<file path="src/rtl/mac_step6.sv">
// Writeback/accumulate stage of the FP MAC: packs step5 results into IEEE-754 single,
// holds the running accumulator and hands out the final sum after ACC_LEN terms.
//
// state | meaning
// IDLE  | no accumulation in progress, acc and term_cnt are zero
// ACCUM | terms being accepted, term_cnt < ACC_LEN
// HOLD  | final sum presented on res_data, waiting for res_ready
module mac_step6 #(
    parameter int unsigned ACC_LEN = 16
) (
    input  logic        CLK,
    input  logic        RESETn,
    input  logic        clr,
    input  logic        in_valid,
    output logic        in_ready,
    input  logic        out_s,
    input  logic [7:0]  out_ex,
    input  logic [23:0] out_sg,
    output logic [31:0] acc,
    output logic [7:0]  term_cnt,
    output logic        res_valid,
    input  logic        res_ready,
    output logic [31:0] res_data,
    output logic        ovf_flag,
    output logic        uf_flag
);

    typedef enum logic [1:0] {
        IDLE  = 2'd0,
        ACCUM = 2'd1,
        HOLD  = 2'd2
    } state_t;

    localparam logic [7:0] LEN8 = 8'(ACC_LEN);

    state_t      state_q;
    logic [31:0] acc_q;
    logic [7:0]  cnt_q;
    logic        res_valid_q;
    logic [31:0] res_data_q;
    logic        ovf_q;
    logic        uf_q;

    logic [31:0] pack_d;
    logic        ovf_d;
    logic        uf_d;
    logic [7:0]  cnt_d;

    // Priority: zero significand, then infinity, then denormal flush, then normal.
    always_comb begin
        pack_d = {out_s, 31'b0};
        ovf_d  = 1'b0;
        uf_d   = 1'b0;
        if (!out_sg[23]) begin
            pack_d = {out_s, 31'b0};
        end else if (out_ex == 8'hFF) begin
            pack_d = {out_s, 8'hFF, 23'b0};
            ovf_d  = 1'b1;
        end else if (out_ex == 8'h00) begin
            pack_d = {out_s, 31'b0};
            uf_d   = 1'b1;
        end else begin
            pack_d = {out_s, out_ex, out_sg[22:0]};
        end
    end

    assign cnt_d = cnt_q + 8'd1;

    always_ff @(posedge CLK) begin
        if (!RESETn) begin
            state_q     <= IDLE;
            acc_q       <= '0;
            cnt_q       <= '0;
            res_valid_q <= 1'b0;
            res_data_q  <= '0;
            ovf_q       <= 1'b0;
            uf_q        <= 1'b0;
        end else if (clr) begin
            // res_data deliberately survives an abort
            state_q     <= IDLE;
            acc_q       <= '0;
            cnt_q       <= '0;
            res_valid_q <= 1'b0;
            ovf_q       <= 1'b0;
            uf_q        <= 1'b0;
        end else begin
            case (state_q)
                IDLE, ACCUM: begin
                    if (in_valid) begin
                        acc_q <= pack_d;
                        cnt_q <= cnt_d;
                        if (ovf_d) ovf_q <= 1'b1;
                        if (uf_d)  uf_q  <= 1'b1;
                        if (cnt_d == LEN8) begin
                            state_q     <= HOLD;
                            res_data_q  <= pack_d;
                            res_valid_q <= 1'b1;
                        end else begin
                            state_q <= ACCUM;
                        end
                    end
                end
                HOLD: begin
                    if (res_ready) begin
                        state_q     <= IDLE;
                        acc_q       <= '0;
                        cnt_q       <= '0;
                        res_valid_q <= 1'b0;
                        ovf_q       <= 1'b0;
                        uf_q        <= 1'b0;
                    end
                end
                default: state_q <= IDLE;
            endcase
        end
    end

    assign in_ready  = (state_q != HOLD);
    assign acc       = acc_q;
    assign term_cnt  = cnt_q;
    assign res_valid = res_valid_q;
    assign res_data  = res_data_q;
    assign ovf_flag  = ovf_q;
    assign uf_flag   = uf_q;

endmodule

</file>
<file path="config.mk">
export PLATFORM = sky130hd
export DESIGN_NAME = mac_step6
export DESIGN_NICKNAME = d
export VERILOG_FILES = /design/src/rtl/mac_step6.sv
export SDC_FILE = /design/constraint.sdc
export NUM_CORES = 1
export LEC_CHECK = 0
export BUFFER_PORTS_ARGS = -buffer_cell sky130_fd_sc_hd__clkbuf_2
export CAP_MARGIN = 20
export CORE_MARGIN = 2
export CORE_UTILIZATION = 44
export DETAILED_ROUTE_END_ITERATION = 8
export GPL_ROUTABILITY_DRIVEN = 0
export GPL_TIMING_DRIVEN = 0
export HOLD_SLACK_MARGIN = 0.02
export PLACE_DENSITY = 0.72
export SLEW_MARGIN = 20
export SYNTH_ARGS = -nofsm -noshare
export SYNTH_HDL_FRONTEND = slang
export SYNTH_SLANG_ARGS = --single-unit
</file>
<file path="constraint.sdc">
create_clock -name CLK -period 1.95 [get_ports CLK]
set_input_delay 0 -clock CLK [delete_from_list [all_inputs] [get_ports CLK]]
set_output_delay 0 -clock CLK [all_outputs]
set_load 0.02 [all_outputs]
</file>
==> results of run 1 <==
worst reg2reg max path, stage by stage, from the launching register on:
cell and delay, ps:
dfxtp_4 370, ha_4 170, and3_4 200, and3_1 180, a31oi_2 290, nor2_1 90, a2111oi_1 540
layout make-up:
class | instances | area [µm²]
Fill cell | 590 | 2290
Sequential cell | 77 | 1550
Multi-Input combinational cell | 245 | 1500
Timing Repair Buffer | 160 | 1030
Buffer | 24 | 196
Clock buffer | 9 | 124
Tap cell | 96 | 120
Clock inverter | 7 | 56.3
per-stage QoR:
step / utilization / setup TNS [ps] / total power [W]
final: 0.667 / -51.3 / 0.00303
after global routing: 0.667 / -469 / 0.00314
after CTS: 0.646 / 0 / 0.00303
after detailed placement: 0.560 / -6260 / 0.00187
after global placement: 0.560 / -4870 / 0.00187
after floorplan: - / -197 / 0.00177
cell usage in the layout, fill, tap and decap left out, drive strengths merged, types with 2 or more instances in the layout:
master / n
clkbuf: 134
dfxtp: 77
nand2: 68
nor2: 50
dlygate4sd3: 39
a22oi: 33
mux2i: 32
buf: 19
a21oi: 12
nand3: 4
o21ai: 4
inv: 4
nand2b: 3
or4: 3
nor2b: 3
a31oi: 3
o21a: 3
and2: 3
nand4: 2
or2: 2
nor3b: 2
and3: 2
nor4: 2
or3: 2
ha: 2
clkinv: 2
metal layers:
| layer | part of all wire | global-route usage | vias up |
|---|---|---|---|
| li1 | - | - | 1537 |
| met1 | 0.42 | 0.281 | 1500 |
| met2 | 0.49 | 0.390 | 128 |
| met3 | 0.065 | 0.0532 | 21 |
| met4 | 0.023 | 0.106 | 0 |
| met5 | 0 | 0 | - |
power by group:
group | total (W) | switching (W) | internal [W]
combinational | 0.000317 | 0.000169 | 0.000148
sequential | 0.00160 | 0.0000108 | 0.00158
clock | 0.00112 | 0.000640 | 0.000480
flip-flops by register name, indices dropped and copies added, names as in the netlist:
register / flops
acc: 32
ovf_flag: 1
res_data: 32
res_valid: 1
state_q: 2
term_cnt: 8
uf_flag: 1
path summary, 6_finish.rpt:
kind                 from            to  slack, ps
max           term_cnt[0]    state_q[0]        -50
min            out_sg[23]       uf_flag         80
max reg2reg   term_cnt[0]    state_q[0]        -50
min reg2reg  res_data[31]  res_data[31]        460
cell families (layout without fill, tap and decap cells):
family / count (synthesis) / count (layout) / share of synthesized area
simple gates: 151 / 151 / 0.219
flops: 77 / 77 / 0.491
compound gates: 59 / 59 / 0.130
mux: 32 / 32 / 0.102
buf+inv: 24 / 200 / 0.0482
fa+ha+maj: 2 / 2 / 0.00796
xor+xnor: 1 / 1 / 0.00279
repair_timing:
| action | 4_1_cts | 5_1_grt |
|---|---|---|
| endpoints found under the hold margin | 66 | 0 |
| hold buffers | 37 | 0 |
| resized for setup | 5 | 22 |
| gates cloned | 0 | 2 |
| setup endpoints to repair | 50 | 66 |
| pin swaps | 1 | 2 |
| setup buffers | 2 | 7 |
==> impl_results.md, run 1 <==
- Status: finished, violations left
- Failing checks: setup timing
- Hold depth: 4
- Syn Area/Cell: roughly 9.1 µm²
- Leakage dissipation: ~1.9 nW
- Finish-stage setup viols: 1
- YS warnings: 0
- Root cell of the clock tree: clkbuf_8
- CTS Sinks: 77
- Layout overhead on the synthesized area: 45.8%
- Placed inst area: between 3000 and 4000 µm²
- RSZ-0062 raised after global routing: true
- Pins over their slew limit: 0
- Crit path max-delay family: compound AO/OA/AOI/OAI gates
- Final ANT Viol Nets: 0
- Post-synth top cells: 77 x dfxtp_1, 68 x nand2_1, 50 x nor2_1, 33 x a22oi_1, 32 x mux2i_1
- Initial antenna violation count: 0
- I/O Pins: approximately 110
- Port bufs: approximately 110
- Slowest stage cell, crit path: a2111oi_1
- Crit path max fanout: 6
- Syn_nets: between 300 and 400
- FMAX: approximately 0.5 GHz
- Worst skew pair latency: 360 ps
- CP Launch Type: register
- Post-synth top flop: dfxtp_1
- CP Depth: 6
- GRT Total Usage: 0.231
- Fin Hold WS: 77.8 ps
- Relative slew slack: 0.655
- Post-Route WL: 9.28 mm
- Core Box Area: just under 7000 µm²
- MaxCap Viol Count: 0
- Die height: just under 90 µm
- Post-Syn Instances: between 300 and 400
- Drt drc: 0
- H-tree depth: 3
- Overflow after GRT: 0
- Maximum vdd drop: between 0.3 and 0.4 mV
- Iter 0 DRT Violations: 140
- Place WS: -175 ps
- Yosys top cell area share: 0.491
- Rows: 30
- Nets: around 560
- TritonCTS clock tree: yes
- Die width: between 80 and 90 µm
- Buf+Inv Stages, Crit Path: 0
- Hold Vio Cnt, Final: 0
- N_diodes: 0
- First-pass GRT wire length: 14.0 mm
- DR pass1 iterations: 5
- Minimum clock period: roughly 2000 ps
- Final Cycle Share: 1.03
- WP data required: between 2000 and 2500 ps
- Pin count of the biggest net entering global routing: 16
- CTS buffer count: 9
- Max Buffers Root-to-Sink: 2
- Post-synth cell types: 44
- Final instance area: about 4600 µm²
- Crit-path cells: ha_4 -> and3_4 -> and3_1 -> a31oi_2 -> nor2_1 -> a2111oi_1
- Vias per cell: around 5.2
- R2R depth: 6
- WL per Instance: ~15 µm
- Post-synth ARST share: 0
- Most frequent cell after synthesis: dfxtp_1
- Die ar.: between 7000 and 8000 µm²
- HP Class: primary input to register
- Mapped Area: 3140 µm²
- Final cell count without fillers: around 600
- CP arrival: around 2200 ps
- Dpl cells: around 550
- Pwr per Cell Area: about 660 nW/µm²
- Proportion of layout cells with a drive suffix above 1: 0.328
- Crit Path Category: register to register
- Register area share after synthesis: 0.491
- Number of synthesized register bits: 77
- Top post-synthesis cells by area: dfxtp_1 49%, mux2i_1 10%, nand2_1 8.1%
- Slew @ Worst Pin: about 520 ps
- Via count: between 3000 and 4000
- Detailed placement HPWL: between 6 and 7 mm
- Clk slew on worst S/H paths: about 80 ps
- Crit-path max cell delay: 540 ps
- Final WS setup: -51.3 ps
- Initial Util: 0.457
- Largest area contributor in the netlist: dfxtp_1
- Number of global-route vias before repair: 3038
- Worst Skew: roughly 12 ps
- CP endpoint kind: register
- EDFF count, synth: 0
Note: power is estimated with default switching activity, not from simulation.
==> inputs of run 2 (changes only) <==
--- a/config.mk
+++ b/config.mk
@@ -5,15 +5,16 @@
 export SDC_FILE = /design/constraint.sdc
 export NUM_CORES = 1
 export LEC_CHECK = 0
+export ABC_AREA = 1
 export BUFFER_PORTS_ARGS = -buffer_cell sky130_fd_sc_hd__clkbuf_2
-export CAP_MARGIN = 20
+export CAP_MARGIN = 0
 export CORE_MARGIN = 2
-export CORE_UTILIZATION = 44
+export CORE_UTILIZATION = 46
 export DETAILED_ROUTE_END_ITERATION = 8
 export GPL_ROUTABILITY_DRIVEN = 0
 export GPL_TIMING_DRIVEN = 0
 export HOLD_SLACK_MARGIN = 0.02
-export PLACE_DENSITY = 0.72
+export PLACE_DENSITY = 0.73
 export SLEW_MARGIN = 20
 export SYNTH_ARGS = -nofsm -noshare
 export SYNTH_HDL_FRONTEND = slang
==> run 2 against run 1 <==
Compared with the run above:
- the flow now finishes without violations
- register-to-register slack improved by 80 ps
- combinational power rose by 3%
- via count increased by 28%
- largest cell class is now multi-input combinational cells
- largest power group unchanged
==> impl_results.md, run 2 <==
- Status: complete, no violations
- Via count: 4080 (+28%)
- Detailed placement HPWL: 7.79 mm (+28%)
- Placed inst area: 4370 µm² (+13%)
- Initial Util: 0.476 (+0.0183)
- Crit path max fanout: 7 (+1)
- Min-Delay Endpoint: acc[24]
- Most common cell after layout, fill and taps aside: nand2_1
- Reg2Reg Setup Slack: 30 ps (+80 ps)
- FMAX: 0.520 GHz (+4.2%)
- Minimum clock period: 1920 ps (-79.9 ps)
- Vias per cell: 4.96 (-3.8%)
- Leakage dissipation: 2.38 nW (+27%)
- GRT Total Usage: 0.246 (+0.0145)
- Most frequent cell after synthesis: nand2_1
- Mapped Area: 3680 µm² (+17%)
- Crit path max-delay family: simple AND/OR/NAND/NOR gates
- Hold depth: 5 (+1)
- TritonCTS clock tree: yes
- Number of synthesized register bits: 77 (unchanged)
- MaxCap Viol Count: 0 (unchanged)
- First-pass GRT wire length: 16.7 mm (+20%)
- Crit Path Category: register to register
- Max Buffers Root-to-Sink: 2 (unchanged)
- Iter 0 DRT Violations: 250 (+79%)
- Initial antenna violation count: 0 (unchanged)
- Sw Ratio: 0.247 (-0.0234)
- Yosys top cell area share: 0.419 (-0.0713)
- Relative slew slack: 0.598 (-0.0571)
- Nets: 755 (+36%)
- Post-synth cell types: 22 (-50%)
- Logic pwr share: 0.105 (about the same)
- Final instance area: 5090 µm² (+11%)
- CP endpoint kind: register
- Pins over their slew limit: 0 (unchanged)
- Buf+Inv Stages, Crit Path: 3 (+3)
- Root cell of the clock tree: clkbuf_8
- Number of global-route vias before repair: 3636 (+20%)
- I/O Pins: 114 (unchanged)
- Core Box Area: 7730 µm² (+12%)
- Overflow after GRT: 0 (unchanged)
- Setup_tns: 0 ps (+51.3 ps)
- Pin count of the biggest net entering global routing: 13 (-3)
- CP arrival: 2210 ps (+20 ps)
- Clk slew on worst S/H paths: 80 ps (about the same)
- Register area share after synthesis: 0.419 (-0.0713)
- CP Launch Type: register
- R2R depth: 14 (+8)
- HP Class: primary input to register
- YS warnings: 0 (unchanged)
- Crit-path max cell delay: 380 ps (-160 ps)
- WP data required: 2240 ps (+100 ps)
- Final ANT Viol Nets: 0 (unchanged)
- Crit-path cells: ha_4 -> nand2_4 -> inv_2 -> nand3_2 -> nand3_2 -> nor2_2 -> nand2_2 -> nor2_8 -> nand3_4 -> buf_6 -> buf_8 -> nand2_2 -> nand2_2 -> nor2_2
- Drt drc: 0 (unchanged)
- Post-synth top cells: 130 x nand2_1, 86 x inv_1, 77 x dfxtp_1, 54 x nand4_1, 49 x nor2_1
- R2R Path End: res_data[31]
- Hold Vio Cnt, Final: 0 (unchanged)
- Layout overhead on the synthesized area: 38.4%
- Final Cycle Share: 0.985 (-0.0410)
- Post-synth top flop: dfxtp_1
- Clock network power share: 0.381 (+0.012)
- Post-Syn Instances: 548 (+58%)
- CTS buffer count: 9 (unchanged)
- Finish-stage setup viols: 0 (-1)
- RSZ-0062 raised after global routing: true
- Pwr per Cell Area: 611 nW/µm² (-7.8%)
- Maximum vdd drop: 0.362 mV (-0.13%)
- Slew @ Worst Pin: 601 ps (+83.4 ps)
- Commonest cells after routing, fill and taps aside: 126 x nand2_1, 114 x clkbuf_2, 85 x inv_1
- Largest area contributor in the netlist: dfxtp_1
- Syn_nets: 588 (+52%)
- Seq pwr share: 0.514 (-0.012)
- Worst Skew: 5.04 ps (-7.37 ps)
- Die width: 93.4 µm (+5.5%)
- CTS Sinks: 77 (unchanged)
- EDFF count, synth: 0 (unchanged)
- Port bufs: 112 (unchanged)
- Proportion of layout cells with a drive suffix above 1: 0.253 (-0.0748)
- Final Util: 0.658 (-0.00849)
- DR pass1 iterations: 5 (unchanged)
- Worst skew pair latency: 340 ps (-20 ps)
- Syn Area/Cell: 6.71 µm² (-26%)
- Top post-synthesis cells by area: dfxtp_1 42%, nand2_1 13%, nand4_1 9.2%
- Cell mode on critical path: nand2_2
- Hold path startpoint: out_ex[1]
- NetSw: 0.000767 W (-6.4%)
- Slowest stage cell, crit path: dfxtp_4
- Post-synth ARST share: 0 (unchanged)
- Final Power: 0.00311 W (+2.4%)
- Die ar.: 8720 µm² (+11%)
- Int Pwr: 0.00234 W (+5.7%)
- H-tree depth: 3 (unchanged)
- Reg-to-Reg Start: term_cnt[0]
- Rows: 32 (+6.7%)
- WL per Instance: 13.1 µm (-13%)
- Post-Route WL: 10.8 mm (+16%)
- Die height: 93.4 µm (+5.5%)
## run 2: power groups by stage
stage | Sequential, W | Clock (W) | Combinational, W
floorplan | 0.00165 | 0 | 0.000130
global placement | 0.00163 | 0 | 0.000251
detailed placement | 0.00163 | 0 | 0.000256
CTS | 0.00160 | 0.00121 | 0.000313
global route | 0.00160 | 0.00128 | 0.000353
finish | 0.00160 | 0.00118 | 0.000325
## run 2: routing by layer
metal  GRT usage  part of all wire  vias to the layer above
li1            -                 -                     2078
met1       0.315              0.44                     1808
met2       0.392              0.47                      160
met3      0.0548             0.058                       34
met4       0.115             0.030                        0
met5           0                 0                        -
## run 2: cells by family after synthesis
family,count (synthesis),share of synthesized area
flip-flops,77,0.419
buffers and inverters,125,0.135
AND/OR/NAND/NOR,293,0.369
adder cells (fa/ha/maj),2,0.00681
AO/OA/AOI/OAI,51,0.0701
## run 2: repair_timing
action | CTS | global route
cloned | 0 | 2
hold buffers | 34 | 0
buffers inserted | 1 | 7
setup endpoints to repair | 34 | 28
resized for setup | 5 | 22
pin swaps | 1 | 8
hold endpoints to repair | 38 | 0
## run 2: how the worst max path moves through the flow
stage | cells past startpoint | slack, ps | from | end
after CTS | 13 | 20 | term_cnt[0] | res_data[31]
after global placement | 9 | -60 | state_q[1] | acc[30]
final | 14 | 30 | term_cnt[0] | res_data[31]
after global routing | 14 | -80 | term_cnt[0] | res_data[24]
after floorplan | 13 | 80 | term_cnt[0] | res_data[25]
after detailed placement | 9 | -140 | state_q[1] | term_cnt[2]
## run 2: stage by stage
step                instances  setup slack (ps)  hold slack, ps
floorplan                 548              78.5             135
detailed placement        762              -141             267
CTS                       813              20.7            28.7
global route              822             -77.9            78.2
finish                    823              28.6            49.9
global placement          762             -60.7             259
## run 2: area by class of cell
type                       count  area (µm²)
clock inverter                 4        47.5
antenna                        1        2.50
clock buffer                  12         145
inverter                      88         330
tap                          102         128
multi-input combinational    346        1690
fill                         666        2640
buffer                        37         184
sequential                    77        1550
timing repair buffer         156        1000
## run 2: worst reg2reg max path, cell delays in order (launching register included)
cell and delay [ps]:
dfxtp_4 380, ha_4 180, nand2_4 80, inv_2 40, nand3_2 60, nand3_2 80
nor2_2 160, nand2_2 110, nor2_8 170, nand3_4 90, buf_6 170, buf_8 130
nand2_2 60, nand2_2 50, nor2_2 110
